**config.mk**
```make
export PLATFORM = sky130hd
export DESIGN_NAME = mem_arbiter
export DESIGN_NICKNAME = d
export VERILOG_FILES = /design/src/rtl/cpu_types_pkg.sv /design/src/rtl/mem_arbiter.sv
export SDC_FILE = /design/constraint.sdc
export NUM_CORES = 1
export LEC_CHECK = 0
export BUFFER_PORTS_ARGS = -buffer_cell sky130_fd_sc_hd__buf_2
export CAP_MARGIN = 20
export CORE_AREA = 2 2 104 106
export DETAILED_ROUTE_END_ITERATION = 7
export DIE_AREA = 0 0 106 108
export PLACE_DENSITY = 0.59
export SYNTH_ARGS = -nofsm -noshare
export SYNTH_HDL_FRONTEND = slang
export SYNTH_SLANG_ARGS = --single-unit
```
**constraint.sdc**
```tcl
create_clock -name CLK -period 1.72 [get_ports CLK]
set_input_delay 0.086 -clock CLK [delete_from_list [all_inputs] [get_ports CLK]]
set_output_delay 0.086 -clock CLK [all_outputs]
set_load 0.005 [all_outputs]
```
**src/rtl/cpu_types_pkg.sv**
```systemverilog
// cpu_types_pkg: shared CPU datapath types, RAM handshake states and memory arbiter states
package cpu_types_pkg;
  typedef logic [31:0] word_t;
  typedef enum logic [1:0] {FREE, BUSY, ACCESS, ERROR} ramstate_t;
  typedef enum logic [1:0] {IDLE, DGRANT, IGRANT} arbstate_t;
endpackage

```
**src/rtl/mem_arbiter.sv**
```systemverilog
// mem_arbiter: shares one RAM port between instruction fetch and data access, data first with a starvation cap
module mem_arbiter
  import cpu_types_pkg::*;
#(
  parameter int STARVE_MAX  = 4,
  parameter int TIMEOUT_MAX = 15
) (
  input  logic      CLK,
  input  logic      nRST,
  input  logic      iREN,
  input  word_t     iaddr,
  output word_t     iload,
  output logic      iwait,
  input  logic      dREN,
  input  logic      dWEN,
  input  word_t     daddr,
  input  word_t     dstore,
  output word_t     dload,
  output logic      dwait,
  output logic      ramREN,
  output logic      ramWEN,
  output word_t     ramaddr,
  output word_t     ramstore,
  input  word_t     ramload,
  input  ramstate_t ramstate,
  output logic      err
);
  localparam logic [2:0] SMAX = 3'(STARVE_MAX);
  localparam logic [3:0] TMAX = 4'(TIMEOUT_MAX);
  arbstate_t state, next_state;
  logic [2:0] starv;
  logic [3:0] tmo;
  logic dg, ig, dreq, req, done, fail, fin;
  assign dg   = state == DGRANT;
  assign ig   = state == IGRANT;
  assign dreq = dREN | dWEN;
  assign req  = dg ? dreq : ig & iREN;
  assign done = req & (ramstate == ACCESS);
  // a clean ACCESS wins over a timeout landing in the same cycle
  assign fail = req & (ramstate != ACCESS) & ((ramstate == ERROR) | (tmo == TMAX));
  assign fin  = done | fail;
  always_comb begin
    next_state = state == IDLE ? ((dreq && starv < SMAX) ? DGRANT : iREN ? IGRANT : IDLE)
                               : (req && !fin) ? state : IDLE;
  end
  assign ramREN   = dg ? dREN & ~dWEN : ig & iREN;
  assign ramWEN   = dg & dWEN;
  assign ramaddr  = dg ? daddr : ig ? iaddr : '0;
  assign ramstore = dg ? dstore : '0;
  assign iwait    = iREN & ~(ig & fin);
  assign dwait    = dreq & ~(dg & fin);
  assign iload    = (ig & done) ? ramload : '0;
  assign dload    = (dg & done) ? ramload : '0;
  always_ff @(posedge CLK or negedge nRST) begin
    if (!nRST) begin
      state <= IDLE;
      starv <= '0;
      tmo   <= '0;
      err   <= 1'b0;
    end else begin
      state <= next_state;
      starv <= (dg & done & iREN) ? starv + {2'b0, ~&starv}
             : ((ig & done) | (state == IDLE & ~iREN)) ? '0 : starv;
      tmo   <= (state != IDLE && next_state != IDLE) ? tmo + 4'd1 : '0;
      err   <= err | fail;
    end
  end
endmodule

```
==> metrics.txt <==
Synth Area per Inst=7.54 um^2; grt ovf=0; register area share after synthesis=0.160; CTS root buf=clkbuf_8; RSZ-0062 raised after global routing=true; CORE AREA=slightly above 0.01 mm^2; #FFs+latches synth=10; Peak Freq=599 MHz; Cells after Synth=208; CTS clock-pin slew for the worst setup and hold paths=about 0.050 ns; DP Area=0.00307 mm^2; Leak=2.00 nW; Max Cap Viol=0; DR pass1 iterations=4; CTS tree=yes; share of post-route cells with drive strength above 1=0.624; post-synth top area share=0.383; DR iter-0 viols=173; # IOs=268; Tcrit/Tclk final=0.970; vias per std cell=~4.3; Clk pwr share=0.173; Worst Setup Path Type=flop to output pin; Pint=between 1 and 1.5 mW; Final Max Tran Viols=0; final net count=a little over 600; worst reg2reg setup slack=0.18 ns; number of synthesized flops with an enable pin=0; vias in the first global route=between 2,000 and 2,500; detailed-route via count=approximately 2,600; Post-Route WL=9800 um; Psw=0.639 mW; Clock Sinks=10; fin worst setup slack=just over 0.05 ns; final non-filler cell area=0.00331 mm^2; FFs w/ async S/R, synth=1.00; largest net degree at the start of global routing=67; clk buf depth=2; Netlist cell types=30; Main synth FF type=dfrtp_1; HPWL Detailed=7960 um; net count after synthesis=between 300 and 400; power share of the combinational group=0.661; first-pass GRT wire length=12,700 um; final setup vio count=0; GPL Wtd Cong=0.830; top post-synthesis cells by area=and2_1 (38%), a22o_1 (18%), dfrtp_1 (16%); Hold WC Path Type=primary input to flop; most frequent cells in the layout=buf_2 (267), and2_1 (95), a22o_1 (31); Setup crit start kind=flop; Die Ht=roughly 110 um; slew at the pin closest to its max-slew limit=0.447 ns; Total Power=1.70 mW; Hold Fails Final Rpt=0; CP required=~1.6 ns; I/O Buffers=267; total die area=0.0114 mm^2; crit path time final=1.67 ns; crit end category=output pin; cell depth of the worst flop-to-flop path=4; RR Endpoint=state[1]; dpl ws=0.167 ns; final core area utilization=0.323; DR DRC count=0; die width=106 um; area of the mapped netlist=0.00157 mm^2; PwrDens=between 500 and 600 mW/mm^2; share of power burned in registers=0.166; Hold Path End=err; Slew HR=0.694; TritonCTS Buffers=3; P&R area growth vs syn=111%; Hold Path Depth=3; DRT antenna net count=0; Worst Skew=just over 0.007 ns; hold slack=around 0.16 ns; n_diodes=0; Max VDD drop=~0.25 mV; status=completed; R2R Path Start=tmo[0]; switch share=0.375; WL per Instance=16.1 um; Yosys warnings=0; Row Count=37; maximum fanout along the worst path=16; GRT Util Overall=0.145; Worst Path Arrival=1.58 ns; post-synth top area cell=and2_1; antenna violations before repair=1; worst skew pair latency=0.24 ns; commonest non-fill, non-tap cell in the layout=buf_2; CTS H-tree lvls=1; Critical Path Start=state[1]; Hold Crit Start=ramstate[0]; initial core utilization=0.153
## kinds of logic (layout without fill, tap and decap cells)
family | after synthesis | after routing | share of synthesized area
simple gates | 124 | 124 | 0.479
buf+inv | 22 | 288 | 0.0766
xor+xnor | 2 | 2 | 0.0112
fa+ha+maj | 3 | 3 | 0.0239
compound gates | 47 | 47 | 0.250
flops | 10 | 10 | 0.160
## synthesized netlist by cell type (all sizes together), types with 2 or more instances
cell type	n
clkbuf	9
and2	96
ha	3
a21oi	4
o31ai	2
nor2b	2
nor2	10
nor3	3
a22o	32
nand3	3
inv	3
nand2	5
a32oi	2
buf	10
dfrtp	10
nand2b	4
## worst max-delay path by stage
stage	to	slack, ns	cells after the start
CTS	dload[8]	0.02	5
global placement	starv[2]	0.24	5
floorplan	iload[10]	0.35	5
detailed placement	starv[2]	0.17	5
finish	dload[27]	0.05	6
global route	dload[19]	-0.01	6
## registers in the layout (all words and copies together) (netlist names)
register	flops
tmo	4
err	1
starv	3
state	2
## per-layer routing
metal,global-route usage,routed length [um],vias up
li1,-,-,1241
met1,0.143,3380,1163
met2,0.299,5320,182
met3,0.0338,845,14
met4,0.0395,256,0
met5,0,0,-
## worst max-delay path: stages, from the launching register on
cell and delay (ns):
dfrtp_2 0.44, nand2b_4 0.17, nor3_4 0.20, buf_12 0.15
clkbuf_16 0.15, and2_1 0.12, buf_2 0.10
## power groups by stage
| stage | registers, mW | logic, mW | clock network (mW) |
|---|---|---|---|
| after floorplan | 0.273 | 0.454 | 0 |
| after CTS | 0.279 | 1.01 | 0.303 |
| after global routing | 0.287 | 1.23 | 0.318 |
| final | 0.282 | 1.13 | 0.295 |
| after detailed placement | 0.279 | 1.00 | 0 |
| after global placement | 0.277 | 0.990 | 0 |
## through the flow
step,TNS [ns],std cells
2_1_floorplan,0,208
3_3_place_gp,0,597
3_5_place_dp,0,597
4_1_cts,0,602
5_1_grt,-0.164,610
6_report,0,610
## cell type report
| class | count | area [um^2] |
|---|---|---|
| fillers | 1060 | 6920 |
| multi-input cells | 176 | 1240 |
| well taps | 136 | 170 |
| flip-flops and latches | 10 | 253 |
| inverters | 3 | 11.3 |
| repair buffers | 281 | 1580 |
| clock buffers | 4 | 55.1 |
## what timing repair did
item	in CTS	in global routing
hold buffers	1	0
endpoints found under the setup margin	64	80
buffers inserted	0	4
cloned	0	4
resized for setup	2	6
pin swaps	0	4
endpoints found under the hold margin	10	0
(Power assumes the default switching activity.)
